**config.mk**
```make
export PLATFORM = sky130hd
export DESIGN_NAME = githubusername_top_template
export DESIGN_NICKNAME = d
export VERILOG_FILES = /design/src/rtl/githubusername_top_template.sv
export SDC_FILE = /design/constraint.sdc
export NUM_CORES = 1
export LEC_CHECK = 0
export BUFFER_PORTS_ARGS = -buffer_cell sky130_fd_sc_hd__buf_4
export CORE_AREA = 5 5 42 44
export CTS_CLUSTER_DIAMETER = 150
export DETAILED_ROUTE_END_ITERATION = 7
export DIE_AREA = 0 0 47 49
export PLACE_DENSITY = 0.71
export SLEW_MARGIN = 20
export SYNTH_ARGS = -nofsm -noshare
export SYNTH_HDL_FRONTEND = slang
export SYNTH_SLANG_ARGS = --single-unit
```
**constraint.sdc**
```tcl
create_clock -name io_i -period 1.66 [get_ports io_i]
set_clock_uncertainty 0.05 [all_clocks]
set_input_delay 0.083 -clock io_i [delete_from_list [all_inputs] [get_ports io_i]]
set_output_delay 0.083 -clock io_i [all_outputs]
set_load 0.05 [all_outputs]
```
**src/rtl/githubusername_top_template.sv**
```systemverilog
// Prescaled, loadable up/down decimal counter driving a seven-segment display.
// io_i packs {data[3:0], dir, load, rst, clk}; io_o packs {dp, g..a}.
module githubusername_top_template #(
  parameter int PRESCALE = 1
) (
  input  logic [7:0] io_i,
  output logic [7:0] io_o
);

  localparam int            PW         = $clog2(PRESCALE) + 1;
  localparam logic [PW-1:0] PRESC_LAST = PW'(PRESCALE - 1);

  logic          clk_s;
  logic          rst_s;
  logic          load_s;
  logic          dir_s;
  logic [3:0]    data_s;
  logic          tick_s;

  logic [3:0]    digit_q, digit_d;
  logic [PW-1:0] presc_q, presc_d;
  logic          wrap_q,  wrap_d;

  assign clk_s  = io_i[0];
  assign rst_s  = io_i[1];
  assign load_s = io_i[2];
  assign dir_s  = io_i[3];
  assign data_s = io_i[7:4];

  function automatic logic [6:0] seg_decode(input logic [3:0] d);
    logic [6:0] s;
    case (d)
      4'd0:    s = 7'h3F;
      4'd1:    s = 7'h06;
      4'd2:    s = 7'h5B;
      4'd3:    s = 7'h4F;
      4'd4:    s = 7'h66;
      4'd5:    s = 7'h6D;
      4'd6:    s = 7'h7D;
      4'd7:    s = 7'h07;
      4'd8:    s = 7'h7F;
      4'd9:    s = 7'h6F;
      default: s = 7'h00;
    endcase
    return s;
  endfunction

  // State registers with asynchronous reset
  always_ff @(posedge clk_s or posedge rst_s) begin
    if (rst_s) begin
      digit_q <= 4'd0;
      presc_q <= '0;
      wrap_q  <= 1'b0;
    end else begin
      digit_q <= digit_d;
      presc_q <= presc_d;
      wrap_q  <= wrap_d;
    end
  end

  // Next-state logic: load wins over a tick, and a load restarts the prescale period
  always_comb begin
    tick_s  = (presc_q == PRESC_LAST);
    digit_d = digit_q;
    presc_d = presc_q;
    wrap_d  = 1'b0;
    if (load_s) begin
      digit_d = (data_s > 4'd9) ? 4'd9 : data_s;
      presc_d = '0;
    end else begin
      if (tick_s) begin
        presc_d = '0;
        if (dir_s) begin
          digit_d = (digit_q >= 4'd9) ? 4'd0 : digit_q + 4'd1;
          wrap_d  = (digit_q >= 4'd9);
        end else begin
          digit_d = (digit_q == 4'd0) ? 4'd9 : digit_q - 4'd1;
          wrap_d  = (digit_q == 4'd0);
        end
      end else begin
        presc_d = presc_q + {{(PW-1){1'b0}}, 1'b1};
      end
    end
  end

  // Display decode straight from the registered digit
  always_comb begin
    io_o = {wrap_q, seg_decode(digit_q)};
  end

endmodule

```
After elaboration in Yosys (flattened, before gate mapping)
Memory sizes are Yosys's and may differ from the RTL's.
Index checks and enable logic that the tools add are counted.
Operators by class
  equality and inequality tests: 1
  add/subtract/negate cells: 3
  magnitude comparators: 2
  bitwise logic cells: 0
  multiplexer cells: 11
  div/mod/pow operators: 0
  reductions and logical operators: 1
  $mul: 0
  shift operators: 0
Operator list (number)
  $mux 4: 6
  $mux 1: 5
  $add 4x1->4 const B: 1
  $ge 4x4->1 const B: 1
  $gt 4x4->1 const B: 1
  $logic_not 4->1: 1
  $sub 4x1->4 const B: 1
  $ne 2x2->1 const B: 1
  $add 1x1->1 const B: 1
Storage, ports and cells
  output and inout port bits: 8
  input port bits: 8
  memories: 1
  bits in registers: 6
  bits in writable memories: 0
  word-level logic and storage cells: 22
  bits in read-only memories: 112
  latch bits: 0
Memories
  (name not given): depth 16, width 7, read ports 1, clocked after Yosys merged registers in 0, wr ports 0, line 32  | case (d)

Longest topological paths before layout
  depth in word-level cells: 5
  gate-level depth with buffers: 6
  depth with buffers taken out: 6

Least setup slack after synthesis
OpenSTA, ideal clock, no wires.
  path kind: flip-flop to output port
  from: register digit_q[0]
  to: output io_o[0]
  buffers on the path: 0
  data required time: 1.527 ns
  slack: -0.522 ns
  cell stages (with the launch flop): 6
  arrival time: 2.049 ns
  path through: dfrtp_1 -> inv_1 -> ha_1 -> nor2_1 -> nor2_1 -> o21ai_0
On the way
  longest elaborated chain between the ends: 1
RTL lines
  start: declaration: line 20  | logic [3:0] digit_q, digit_d;
  start signal: assignment: line 55  | digit_q <= digit_d;
  $mem_v2 16x7
  end: declaration: line 7  | output logic [7:0] io_o
No other way between the ends.

Worst setup path after layout
  from: register digit_q[1]
  to: register digit_q[2]
On the way
  longest elaborated chain between the ends: 5
  elaborated cells on any way between the ends: 9
  those cells by class: add/sub: 2; order compare: 1; mux: 5; reduce/logical: 1
RTL lines
  $sub 4x1->4 (tied with other cells): line 77  | digit_d = (digit_q == 4'd0) ? 4'd9 : digit_q - 4'd1;
  $mux 4, on equally long branches: line 77, 74
  $mux 4 *: line 73  | if (dir_s) begin
  $mux 4 *: line 71  | if (tick_s) begin
  $mux 4 *: line 67  | if (load_s) begin
  via digit_d[2]: line 20
Mark *: on every way through the listed nets, which the timed path passes. The rest lies on a longest branch. The select of a mux whose other input is x is not followed.
A chain may end at the register's enable or synchronous reset.

==> results.json <==
{
  "setup_ws_ns": -0.05512,
  "grt_overflow": 0,
  "min_from": "io_i[4]",
  "initial_core_util_pct": 38.75,
  "ys_types": 27,
  "dp_hpwl_um": 1006,
  "path_delay_family": "simple AND/OR/NAND/NOR gates",
  "cpMaxStageDelayCell": "or4_1",
  "synth_top_area_cell": "dfrtp_1",
  "yosysMostFrequentCell": "nor2_1",
  "post-route-util_pct": 81.25,
  "worstPathArrival_ns": 1.82,
  "cts_tree": "built",
  "io_pins": 16,
  "pwr-share-seq_pct": 5.8,
  "syn_inst": 72,
  "hold_viol": 1,
  "final_max_slew_viol_count": 0,
  "hold_path.class": "clock port to flop",
  "p_clk_share_pct": 94.2,
  "clk_latency_ns": 0.25,
  "wl_um": 3261,
  "finalSetupViolCount": 11,
  "maxCapViolations": 0,
  "worst_pin_slew_ns": 0.2813,
  "yosys.area.top_type_share_pct": 23.04,
  "design.core.area_um2": 1401,
  "crit_fanout": 3,
  "violations": "DRC, hold timing, setup timing",
  "ctsHoldBuffers": 0,
  "layout.cells.non_filler": 146,
  "vias": 931,
  "cts.reportedPaths.clkPinSlew_ns": 0.05,
  "crit_type": "flop to flop",
  "endpoint_kind": "flop",
  "synthesis.nets": 87,
  "rows": 14,
  "place_congestion": 0.7771,
  "synth-edff-count": 0,
  "p_per_area_nw_per_um2": 2042,
  "ir_worst_vdd_mv": 1.648,
  "syn-mean-instance-area_um2": 7.542,
  "cp.buffers_inverters": 1,
  "final_antenna_net_count": 0,
  "hold_slack_ns": -0.1097,
  "synthArstFlopShare_pct": 100.0,
  "first_pass_iters": 8,
  "drc_errors": 46,
  "r2r-end": "digit_q[2]",
  "start_kind": "flop",
  "die_h_um": 49,
  "wl_per_cell_um": 22.34,
  "status": "complete, but fails checks",
  "multiInputGateArea_um2": 483.0,
  "die_area_um2": 2303,
  "p_leak_uw": 0.0005529,
  "finalCriticalPeriod_ns": 1.715,
  "rrSetupSlack_ns": -0.06,
  "first_iter_violations": 135,
  "seq_area_um2": 127.6,
  "syn_to_final_growth_pct": 109.7,
  "drive_above_1_share_pct": 60.77,
  "power_uw": 2325,
  "track_usage_pct": 26.66,
  "port_buffers": 8,
  "final.period_utilization_pct": 103.3,
  "grt_setup_unrepaired": "true",
  "clock.fmax_ghz": 0.5831,
  "r2r_start": "digit_q[1]",
  "synth_area_um2": 543.0,
  "n_fill_cell": 72,
  "antenna_found_initial": 0,
  "diodes": 0,
  "p_int_uw": 1360,
  "r2r_cells": 6,
  "combPwrFrac_pct": 0,
  "p_switching_uw": 964.1,
  "switching_share_pct": 41.47,
  "ys_seq_area_share_pct": 23.04,
  "grt_pass1_vias": 1153,
  "grt_pass1_wl_um": 4326,
  "grt_max_degree": 12,
  "ys_seq_elements": 5,
  "die_w_um": 47,
  "fin_nets": 140,
  "dp_cells": 98,
  "synth_common_cells": "nor2_1 (11), o21ai_0 (8), a21oi_1 (7), ha_1 (7), inv_1 (6)",
  "vias_per_cell": 6.377,
  "setup_tns_ns": -0.2073,
  "max_stage_delay_ns": 0.50,
  "synth_area_leaders": "dfrtp_1 (23%), ha_1 (16%), nor2_1 (7.6%)",
  "slew_headroom_pct": 81.21,
  "whs_path_depth": 2,
  "required_ns": 1.76,
  "hold_end": "digit_q[0]",
  "ys.flop_type": "dfrtp_1",
  "crit_chain": "inv_2 > ha_4 > nor2_4 > a21boi_1 > or4_1 > o211ai_1",
  "ys_warn_count": 0
}
flip-flops by register name, summed over array words and instances (netlist names):
signal and cells:
digit_q 4, wrap_q 1
worst max path at each step:
stage            endpoint  startpoint  cells past startpoint  slack [ns]
3_3_place_gp   digit_q[2]     io_i[2]                      2        0.11
2_1_floorplan     io_o[0]  digit_q[0]                      5       -0.14
6_report       digit_q[2]  digit_q[1]                      6       -0.06
3_5_place_dp   digit_q[2]  digit_q[0]                      5        0.11
4_1_cts           io_o[4]  digit_q[0]                      6      0.0007
5_1_grt           io_o[6]  digit_q[1]                      5       -0.18
power by group through the flow:
stage	clock (uW)	sequential [uW]	combinational (uW)
finish	2190	135	0.000237
global route	2300	135	0.000237
CTS	2040	135	0.000208
detailed placement	305	139	0.000196
global placement	305	139	0.000196
floorplan	393	139	0.000132
cell usage in the layout, fill, tap and decap left out, types with 3 or more instances in the layout:
cell,synthesis,layout
clkbuf_4,0,29
buf_4,1,12
inv_1,6,10
buf_6,1,9
nor2_1,11,6
a21oi_2,0,5
nor2_4,0,4
o21ai_0,8,4
nand2_1,4,3
o21ai_2,0,3
ha_4,0,3
clkbuf_1,1,3
dfrtp_1,5,3
stage by stage:
stage          cell area, um^2  worst slack [ns]
4_1_cts                   1001         0.0007460
2_1_floorplan            569.3           -0.1441
3_3_place_gp             660.6            0.1103
3_5_place_dp             660.6            0.1066
5_1_grt                   1139           -0.1777
6_report                  1139          -0.05512
repair_timing:
item | CTS | global route
setup endpoints to repair | 12 | 13
resized for setup | 9 | 30
pin swaps | 2 | 8
buffers inserted | 2 | 4
cell families (layout without fill, tap and decap cells):
group | Yosys count | count (layout) | share of synthesized area, %
xor gates and xnor gates | 2 | 2 | 3.226
adders and majority gates | 7 | 7 | 16.13
buffers and inverters | 10 | 68 | 8.985
and+or+nand+nor | 24 | 24 | 21.43
DFF | 5 | 5 | 23.04
AOI/OAI and AO/OA | 24 | 24 | 27.19
cell type report:
| class | count | area share, % |
|---|---|---|
| Timing Repair Buffer | 20 | 15.82 |
| Tap cell | 16 | 1.758 |
| Clock buffer | 33 | 21.10 |
| Sequential cell | 5 | 11.21 |
| Multi-Input combinational cell | 57 | 42.42 |
| Clock inverter | 12 | 6.484 |
| Inverter | 3 | 1.209 |
routing by layer:
metal | wire, um | global-route usage [%]
met1 | 1065 | 13.14
met2 | 1445 | 26.02
met3 | 470 | 35.79
met4 | 280 | 47.00
met5 | 0 | 11.43
worst reg2reg max path: stages, from the launching register on:
cell and delay, ns:
dfrtp_1 0.41, inv_2 0.10, ha_4 0.17, nor2_4 0.13, a21boi_1 0.12, or4_1 0.51, o211ai_1 0.12
(Power assumes the default switching activity.)
